===== src/rtl/div_ctrl_pkg.sv =====
// Shared definitions for the iterative HI/LO divider: FSM encoding, iteration
// default, divide-by-zero quotient and a magnitude helper.
package div_ctrl_pkg;

  typedef enum logic [1:0] {
    IDLE = 2'b00,
    BUSY = 2'b01,
    DONE = 2'b10
  } state_e;

  localparam int          DIV_ITER_DEF = 32;
  localparam logic [31:0] DIV0_QUO     = 32'hFFFF_FFFF;

  // Magnitude of v when interpreted as two's complement (only when sgn is set).
  function automatic logic [31:0] abs32(input logic [31:0] v, input logic sgn);
    return (sgn && v[31]) ? 32'(-v) : v;
  endfunction

endpackage


===== src/rtl/div_ctrl_if.sv =====
// Execute-stage <-> divider handshake: operands in, stall/valid/HI/LO out.
interface div_ctrl_if;
  logic        startE;
  logic        signedE;
  logic [31:0] opaE;
  logic [31:0] opbE;
  logic        cancel;
  logic        div_stall;
  logic        div_valid;
  logic [31:0] hi_o;
  logic [31:0] lo_o;

  modport master (
    output startE, signedE, opaE, opbE, cancel,
    input  div_stall, div_valid, hi_o, lo_o
  );

  modport slave (
    input  startE, signedE, opaE, opbE, cancel,
    output div_stall, div_valid, hi_o, lo_o
  );
endinterface


===== src/rtl/div_step.sv =====
// One restoring shift-subtract iteration: shifts the next dividend bit into a
// 33-bit partial remainder and shifts the resulting quotient bit in.
module div_step (
  input  logic [31:0] rem_i,
  input  logic [31:0] quo_i,
  input  logic [31:0] dvs_i,
  output logic [31:0] rem_o,
  output logic [31:0] quo_o
);
  logic [32:0] part;
  logic [32:0] diff;

  always_comb begin
    part = {rem_i, quo_i[31]};
    diff = part - {1'b0, dvs_i};
    // Non-negative trial difference means the divisor fits: keep it, quotient bit 1.
    if (!diff[32]) begin
      rem_o = diff[31:0];
      quo_o = {quo_i[30:0], 1'b1};
    end else begin
      rem_o = part[31:0];
      quo_o = {quo_i[30:0], 1'b0};
    end
  end
endmodule


===== src/rtl/div_ctrl.sv =====
// Multicycle div/divu controller: magnitude divide over DIV_ITER cycles, sign
// fixup on the way into DONE, one-cycle valid pulse for the HI/LO write.
module div_ctrl
  import div_ctrl_pkg::*;
#(
  parameter int DIV_ITER = DIV_ITER_DEF
) (
  input  logic       clk,
  input  logic       rst,
  div_ctrl_if.slave  dif
);
  localparam int                CNT_W    = $clog2(DIV_ITER + 1);
  localparam logic [CNT_W-1:0]  LAST_CNT = CNT_W'(DIV_ITER - 1);

  state_e            state_q, state_d;
  logic [CNT_W-1:0]  cnt_q, cnt_d;
  logic [31:0]       rem_q, rem_d;
  logic [31:0]       quo_q, quo_d;
  logic [31:0]       dvs_q, dvs_d;
  logic [31:0]       hi_q, hi_d;
  logic [31:0]       lo_q, lo_d;
  logic              negq_q, negq_d;
  logic              negr_q, negr_d;
  logic [31:0]       step_rem, step_quo;
  logic              stall, valid;

  div_step u_step (
    .rem_i (rem_q),
    .quo_i (quo_q),
    .dvs_i (dvs_q),
    .rem_o (step_rem),
    .quo_o (step_quo)
  );

  always_comb begin
    state_d = state_q;
    cnt_d   = cnt_q;
    rem_d   = rem_q;
    quo_d   = quo_q;
    dvs_d   = dvs_q;
    hi_d    = hi_q;
    lo_d    = lo_q;
    negq_d  = negq_q;
    negr_d  = negr_q;
    stall   = 1'b0;
    valid   = 1'b0;

    unique case (state_q)
      IDLE: begin
        if (dif.startE) begin
          stall = 1'b1;
          if (dif.opbE == '0) begin
            lo_d    = DIV0_QUO;
            hi_d    = dif.opaE;
            state_d = DONE;
          end else begin
            quo_d   = abs32(dif.opaE, dif.signedE);
            dvs_d   = abs32(dif.opbE, dif.signedE);
            rem_d   = '0;
            cnt_d   = '0;
            negq_d  = dif.signedE & (dif.opaE[31] ^ dif.opbE[31]);
            negr_d  = dif.signedE & dif.opaE[31];
            state_d = BUSY;
          end
        end
      end
      BUSY: begin
        stall = 1'b1;
        rem_d = step_rem;
        quo_d = step_quo;
        cnt_d = cnt_q + CNT_W'(1);
        if (cnt_q == LAST_CNT) begin
          lo_d    = negq_q ? 32'(-step_quo) : step_quo;
          hi_d    = negr_q ? 32'(-step_rem) : step_rem;
          state_d = DONE;
        end
      end
      DONE: begin
        valid   = 1'b1;
        state_d = IDLE;
      end
      default: state_d = IDLE;
    endcase

    // A killed operation must leave no trace on HI/LO and release the pipeline now.
    if (dif.cancel) begin
      state_d = IDLE;
      stall   = 1'b0;
      valid   = 1'b0;
      hi_d    = hi_q;
      lo_d    = lo_q;
    end
  end

  always_ff @(posedge clk) begin
    if (rst) begin
      state_q <= IDLE;
      cnt_q   <= '0;
      rem_q   <= '0;
      quo_q   <= '0;
      dvs_q   <= '0;
      hi_q    <= '0;
      lo_q    <= '0;
      negq_q  <= 1'b0;
      negr_q  <= 1'b0;
    end else begin
      state_q <= state_d;
      cnt_q   <= cnt_d;
      rem_q   <= rem_d;
      quo_q   <= quo_d;
      dvs_q   <= dvs_d;
      hi_q    <= hi_d;
      lo_q    <= lo_d;
      negq_q  <= negq_d;
      negr_q  <= negr_d;
    end
  end

  assign dif.div_stall = stall;
  assign dif.div_valid = valid;
  assign dif.hi_o      = hi_q;
  assign dif.lo_o      = lo_q;
endmodule

===== src/flat_wrapper.sv =====
// flat-port wrapper written by rule: the top's interface ports become plain ports
module div_ctrl_flat import div_ctrl_pkg::*;
#(
  parameter int DIV_ITER = DIV_ITER_DEF
)
  (clk, rst, dif_startE, dif_signedE, dif_opaE, dif_opbE, dif_cancel, dif_div_stall, dif_div_valid, dif_hi_o, dif_lo_o);
  div_ctrl_if dif_i ();
  input  logic clk;
  input  logic rst;
  input wire logic [$bits(dif_i.startE)-1:0] dif_startE;
  input wire logic [$bits(dif_i.signedE)-1:0] dif_signedE;
  input wire logic [$bits(dif_i.opaE)-1:0] dif_opaE;
  input wire logic [$bits(dif_i.opbE)-1:0] dif_opbE;
  input wire logic [$bits(dif_i.cancel)-1:0] dif_cancel;
  output wire logic [$bits(dif_i.div_stall)-1:0] dif_div_stall;
  output wire logic [$bits(dif_i.div_valid)-1:0] dif_div_valid;
  output wire logic [$bits(dif_i.hi_o)-1:0] dif_hi_o;
  output wire logic [$bits(dif_i.lo_o)-1:0] dif_lo_o;
  assign dif_i.startE = dif_startE;
  assign dif_i.signedE = dif_signedE;
  assign dif_i.opaE = dif_opaE;
  assign dif_i.opbE = dif_opbE;
  assign dif_i.cancel = dif_cancel;
  assign dif_div_stall = dif_i.div_stall;
  assign dif_div_valid = dif_i.div_valid;
  assign dif_hi_o = dif_i.hi_o;
  assign dif_lo_o = dif_i.lo_o;
  div_ctrl #(.DIV_ITER(DIV_ITER)) u_core (.clk(clk), .rst(rst), .dif(dif_i));
endmodule

===== config.mk =====
export PLATFORM = sky130hd
export DESIGN_NAME = div_ctrl_flat
export DESIGN_NICKNAME = d
export VERILOG_FILES = /design/src/rtl/div_ctrl_pkg.sv /design/src/rtl/div_ctrl_if.sv /design/src/rtl/div_step.sv /design/src/rtl/div_ctrl.sv /design/src/flat_wrapper.sv
export SDC_FILE = /design/constraint.sdc
export NUM_CORES = 1
export LEC_CHECK = 0
export BUFFER_PORTS_ARGS = -buffer_cell sky130_fd_sc_hd__buf_4
export CAP_MARGIN = 5
export CORE_AREA = 2 2 167 169
export CTS_BUF_LIST = sky130_fd_sc_hd__clkbuf_8
export DETAILED_ROUTE_END_ITERATION = 7
export DIE_AREA = 0 0 169 171
export GPL_TIMING_DRIVEN = 1
export PLACE_DENSITY = 0.66
export SYNTH_ARGS = -nofsm -noshare
export SYNTH_HDL_FRONTEND = slang
export SYNTH_SLANG_ARGS = --single-unit

===== constraint.sdc =====
create_clock -name clk -period 5.1 [get_ports clk]
set_clock_uncertainty 0.1 [all_clocks]
set_input_delay 0.765 -clock clk [delete_from_list [all_inputs] [get_ports clk]]
set_output_delay 0.765 -clock clk [all_outputs]
set_load 0.01 [all_outputs]

## After elaboration in Yosys (flattened, before gate mapping)

Index checks and enable logic that the tools add are counted.

| cells by class | value |
|---|---|
| add/sub/neg operators | 6 |
| multiply operators | 0 |
| div/mod/pow operators | 0 |
| $lt $le $gt $ge | 0 |
| eq/ne operators | 7 |
| shift operators | 0 |
| multiplexer cells | 32 |
| bitwise operators | 5 |
| reductions and logical operators | 10 |

Operator list:

| kind | number |
|---|---|
| 32-bit 2-to-1 mux | 15 |
| 32-bit one-hot mux with 2 select lines | 4 |
| 32-bit negation | 4 |
| 33-bit by 32-bit subtractor with 33-bit output | 1 |
| 32-bit logical NOT | 1 |
| 6-bit 2-to-1 mux | 2 |
| 6-bit one-hot mux with 2 select lines | 1 |
| 6-bit by 1-bit adder with 6-bit output (second input constant) | 1 |
| 6-bit by 5-bit equality test with 1-bit output (second input constant) | 1 |
| 2-bit 2-to-1 mux | 3 |
| 3-bit AND reduction | 2 |
| 1-bit 2-to-1 mux | 5 |
| 5-bit AND reduction | 1 |
| 2-bit by 1-bit inequality test with 1-bit output (second input constant) | 2 |
| 2-bit inequality test (second input constant) | 2 |
| 2-bit one-hot mux with 2 select lines | 1 |
| 1-bit bitwise AND | 2 |
| 2-bit by 1-bit equality test with 1-bit output (second input constant) | 1 |
| 2-bit equality test (second input constant) | 1 |
| 1-bit logical AND | 2 |
| 2-bit logical NOT | 1 |
| 1-bit inverter | 2 |
| 1-bit one-hot mux with 2 select lines | 1 |
| 2-bit AND reduction | 1 |
| 3 further kinds | 3 |

| word-level totals | value |
|---|---|
| register bits | 170 |
| bits in latches | 0 |
| RAM bits | 0 |
| bits in read-only memories | 0 |
| bits of input ports | 69 |
| output and inout bits | 66 |
| logic and storage cells | 69 |
| memories | 0 |

## Depth between registers and ports, before layout

| logic depth | value |
|---|---|
| depth after elaboration | 6 |
| gate-level depth with buffers | 22 |

## Cells and area by module

From an unflattened synthesis, not the netlist that was laid out.

| second synthesis, totals | value |
|---|---|
| cell total of the unflattened synthesis | 1,474 |
| area, all modules | 11,811.3 sq um |

By module, submodules not included:

| module | times used | cells an instance | area each (sq um) | seq. area each (sq um) |
|---|---|---|---|---|
| div_ctrl | 1 | 1,138 | 9,220.1 | 3,403.3 |
| div_step | 1 | 336 | 2,591.2 | 0.0 |

## Worst setup path after synthesis

Ideal clock, no wire load.

| timing | value |
|---|---|
| path type | flip-flop to flip-flop |
| start point | register u_core.quo_q[31] |
| end point | register u_core.hi_q[10] (netlist: u_core.dif.hi_o[10]) |
| arrival | 4.507 ns |
| data required time | 4.926 ns |
| path slack | 0.419 ns |
| cell stages (with the launch flop) | 22 |
| buffers on the path | 2 |
| cells stage by stage | dfxtp_1 -> inv_1 -> ha_1 -> fa_1 -> nand2b_1 -> a211oi_2 -> o21ai_1 -> a21oi_2 -> o211ai_1 -> a21oi_2 -> buf_2 -> buf_1 -> nand2_1 -> o21ai_0 -> ha_1 -> inv_1 -> or3_1 -> mux2_2 -> o21ai_0 -> xor2_1 -> nand2_1 -> a31oi_1 |

| on the way | value |
|---|---|
| cells in the longest elaborated chain, start to end | 6 |

Ends and longest elaborated chain:

| what | RTL line | RTL |
|---|---|---|
| start, declared | div_ctrl.sv:18 | `logic [31:0] quo_q, quo_d;` |
| start signal, assigned | div_ctrl.sv:110 | `quo_q <= quo_d;` |
| 33-bit by 32-bit subtractor with 33-bit output | div_step.sv:15 | `diff = part - {1'b0, dvs_i};` |
| 32-bit 2-to-1 mux (*) | div_step.sv:17 | `if (!diff[32]) begin` |
| 32-bit negation | div_ctrl.sv:74 | `hi_d = negr_q ? 32'(-step_rem) : step_rem;` |
| 32-bit 2-to-1 mux (*) | div_ctrl.sv:74 |  |
| 32-bit 2-to-1 mux (*) | div_ctrl.sv:72 | `if (cnt_q == LAST_CNT) begin` |
| 32-bit one-hot mux with 2 select lines (*) | div_ctrl.sv:48 | `unique case (state_q)` |
| end signal, assigned | div_ctrl.sv:112 | `hi_q <= hi_d;` |
| end, declared | div_ctrl.sv:20 | `logic [31:0] hi_q, hi_d;` |

Every way passes the cells marked *; elsewhere a longest branch is shown, timed or not. The select of a mux whose other input is x is not followed.
A chain may end at the register's enable or synchronous reset.

## Final worst setup path

| timing | value |
|---|---|
| start point | register u_core.quo_q[31] |
| end point | register u_core.hi_q[30] (netlist: u_core.dif.hi_o[30]) |

The elaborated chain is that of the path after synthesis.

==> results.toml <==
[routing]
dr_total_vias = 12000
drt_iter0_markers = 1193
first_pass_iters = 6
wirelength_mm = 36.2
ant_nets = 0
via_per_inst = 5.84
drc = 0
routedWlPerCell_microns = 17.6

[global_routing]
grt_max_degree = 86
grt.overflow.total = 0
antenna_found_initial = 0
grt_pass1_vias = 10900
grt_usage_pct = 25.0
grt_pass1_wl_mm = 58.4

[placement]
placed_cells = 2020
io_buffers = 134
place.gp.congestion = 0.909
dpl.hpwl_mm = 27.0
placed_cell_area_sq_mm = 0.0132

[cells_and_area]
drive_above_1_share_pct = 13.7
regArea_sq_mm = 0.00340
instances_no_fill = 2055
design_area_sq_mm = 0.0137
fill_cells = 2788
syn_to_final_growth_pct = 13.8
nets = 1803
multi_input_area_sq_mm = 0.00799
diodes = 0

[clock_network]
holdBufCountCts = 0
cts_sinks = 170
insertion_delay_ns = 0.48
root_buffer = "clkbuf_8"
clk_pin_slew_worst_paths_ns = 0.11
tritoncts = "done"
cts_buffers = 17
h-tree-depth = 4
cts.path.max_buffers = 2

[min_path]
hold_path.class = "reg2reg"
hold_path_startpoint = "u_core.dvs_q[22]"

[die]
start_util_pct = 44.0
die_area_sq_mm = 0.0289
row_count = 61
chipWidth_microns = 169
die_y_microns = 171
io_pins = 135
core-area_sq_mm = 0.0273

[setup_path]
critical_path.endpoint = "u_core.dif.hi_o[30]"
regToRegSetupSlack_ns = 0.31
reg2reg_from = "u_core.quo_q[31]"
r2r-end = "u_core.dif.hi_o[30]"
cp-start-kind = "flop"
cp-startpoint = "u_core.quo_q[31]"
end_kind = "flop"
worst_ep_arrival_time_ns = 5.05
r2r.worst_path.cells = 19
cp_max_fo = 12
setup.worst_path.class = "reg2reg"
cp.required_ns = 5.36

[run_status]
status = "complete, no violations"

[timing]
setup_viol = 0
final-max-slew-violation-count = 0
final.min_clock_period_ns = 4.79
worst_slew_pin_slew_ns = 1.20
hold_viol_final = 0
fmax_mhz = 209
timing.final.crit_share_pct = 94.0
tns_ns = 0
relSlewSlack_pct = 19.6

[synthesis]
ys_warn_count = 0
synthesis.area_sq_mm = 0.0120
ys_ff_latch = 170
async_flop_share_pct = 0
synthFlopType = "dfxtp_1"
synth_top_area_share_pct = 28.3
synthCells = 1628
synth_edf_count = 0
synth_top_area_cell = "dfxtp_1"
synth_area_per_cell_sq_um = 7.38
synth_compound_area_share_pct = 27.1
synth_area_leaders = "dfxtp_1, nor2_1, xor2_1"
yosys.cell_types.count = 83
synthAdderAreaFrac_pct = 4.02
ys_top_cells_by_count = "nor2_1, nand2_1, dfxtp_1, a21oi_1, o21ai_0"
synth_top_family_by_area = "compound AO/OA/AOI/OAI gates"
yosys.area_share.simple_pct = 22.0
yosysSeqAreaShare_pct = 28.3
synthXorXnorAreaFrac_pct = 9.47
syn-num-nets = 1735
muxShareOfSynthArea_pct = 3.40
yosysMostFrequentCell = "nor2_1"

[power]
power.total_mw = 3.22
ir_worst_vdd_v = 0.000142
p_leak_nw = 5.42
p_per_area_mw_per_mm2 = 235

[flow_run]
maxCapViolCount = 0
-- metal layers --
| metal | wire (microns) | global-route usage, % |
|---|---|---|
| met1 | 17300 | 35.0 |
| met2 | 16100 | 40.8 |
| met3 | 1990 | 2.75 |
| met4 | 738 | 7.06 |
| met5 | 0 | 0 |
-- per-stage QoR --
step / hold slack (ns) / setup slack (ns) / util, %
final: 0.359 / 0.305 / 50.1
after floorplan: 0.332 / 0.419 / -
after global placement: 0.342 / 0.391 / 48.5
after CTS: 0.361 / 0.153 / 49.9
after global routing: 0.388 / -0.0161 / 50.1
after detailed placement: 0.346 / 0.155 / 48.5
-- sequential cells by signal, summed over array words and instances, names as in the netlist --
| signal | cells |
|---|---|
| u_core.dif.lo_o | 32 |
| u_core.state_q | 2 |
| u_core.cnt_q | 6 |
| u_core.dif.hi_o | 32 |
| u_core.rem_q | 32 |
| u_core.dvs_q | 32 |
| u_core.negr_q | 1 |
| u_core.negq_q | 1 |
| u_core.quo_q | 32 |
-- cells in the final DEF (no fill, tap or decap), drive strengths merged, types with 15 or more instances in the layout --
master	instances
nor2	217
nand2	174
dfxtp	170
buf	156
a21oi	150
o21ai	99
xor2	84
inv	72
a211oi	59
xnor2	46
nor3	39
ha	37
mux2i	33
o211ai	26
nand3	26
a31oi	25
nor4	23
o31ai	22
or3	19
a311oi	18
clkbuf	18
a21o	16
a22oi	15
-- worst min path at each step --
| stage | end | cells after the start |
|---|---|---|
| global route | u_core.state_q[0] | 2 |
| floorplan | u_core.dvs_q[22] | 2 |
| CTS | u_core.dvs_q[31] | 2 |
| global placement | u_core.dvs_q[31] | 2 |
| detailed placement | u_core.dvs_q[31] | 2 |
| finish | u_core.dvs_q[22] | 2 |
-- report_power, final --
part           internal [mW]  leakage [nW]  total [mW]  switching [mW]
Sequential              1.39          1.39        1.45          0.0530
Combinational          0.299          3.84       0.783           0.484
Clock                  0.383         0.198       0.988           0.605
-- kinds of logic (layout without fill, tap and decap cells) --
logic type | after synthesis | count (layout)
buffers and inverters | 173 | 254
adder cells (fa/ha/maj) | 38 | 38
AND/OR/NAND/NOR | 580 | 580
AO/OA/AOI/OAI | 497 | 497
XOR/XNOR | 130 | 130
flip-flops | 170 | 170
multiplexers | 40 | 40
-- area by class of cell --
class | instances | area share [%]
tap | 346 | 3.16
multi-input combinational | 1285 | 58.4
sequential | 170 | 24.9
inverter | 66 | 1.81
clock buffer | 18 | 1.81
timing repair buffer | 156 | 8.84
clock inverter | 14 | 1.12
-- worst max-delay path, stage by stage, from the launching register on --
cell      delay [ns]
dfxtp_1         0.39
inv_1           0.06
ha_1            0.21
fa_1            0.43
nand2b_1        0.21
a211oi_2        0.31
o21ai_1         0.18
a21oi_2         0.26
o211ai_1        0.21
a21oi_4         0.28
inv_2           0.14
a21o_1          0.23
inv_1           0.06
ha_1            0.20
nand4b_1        0.13
nor4_2          0.29
a41oi_1         0.32
o311ai_2        0.36
mux2i_1         0.23
a21oi_1         0.09
-- timing repair --
item / 4_1_cts / 5_1_grt
endpoints found under the setup margin: 0 / 7
resized for setup: 0 / 2
buffers inserted: 0 / 3
Note: power is estimated with default switching activity, not from simulation.
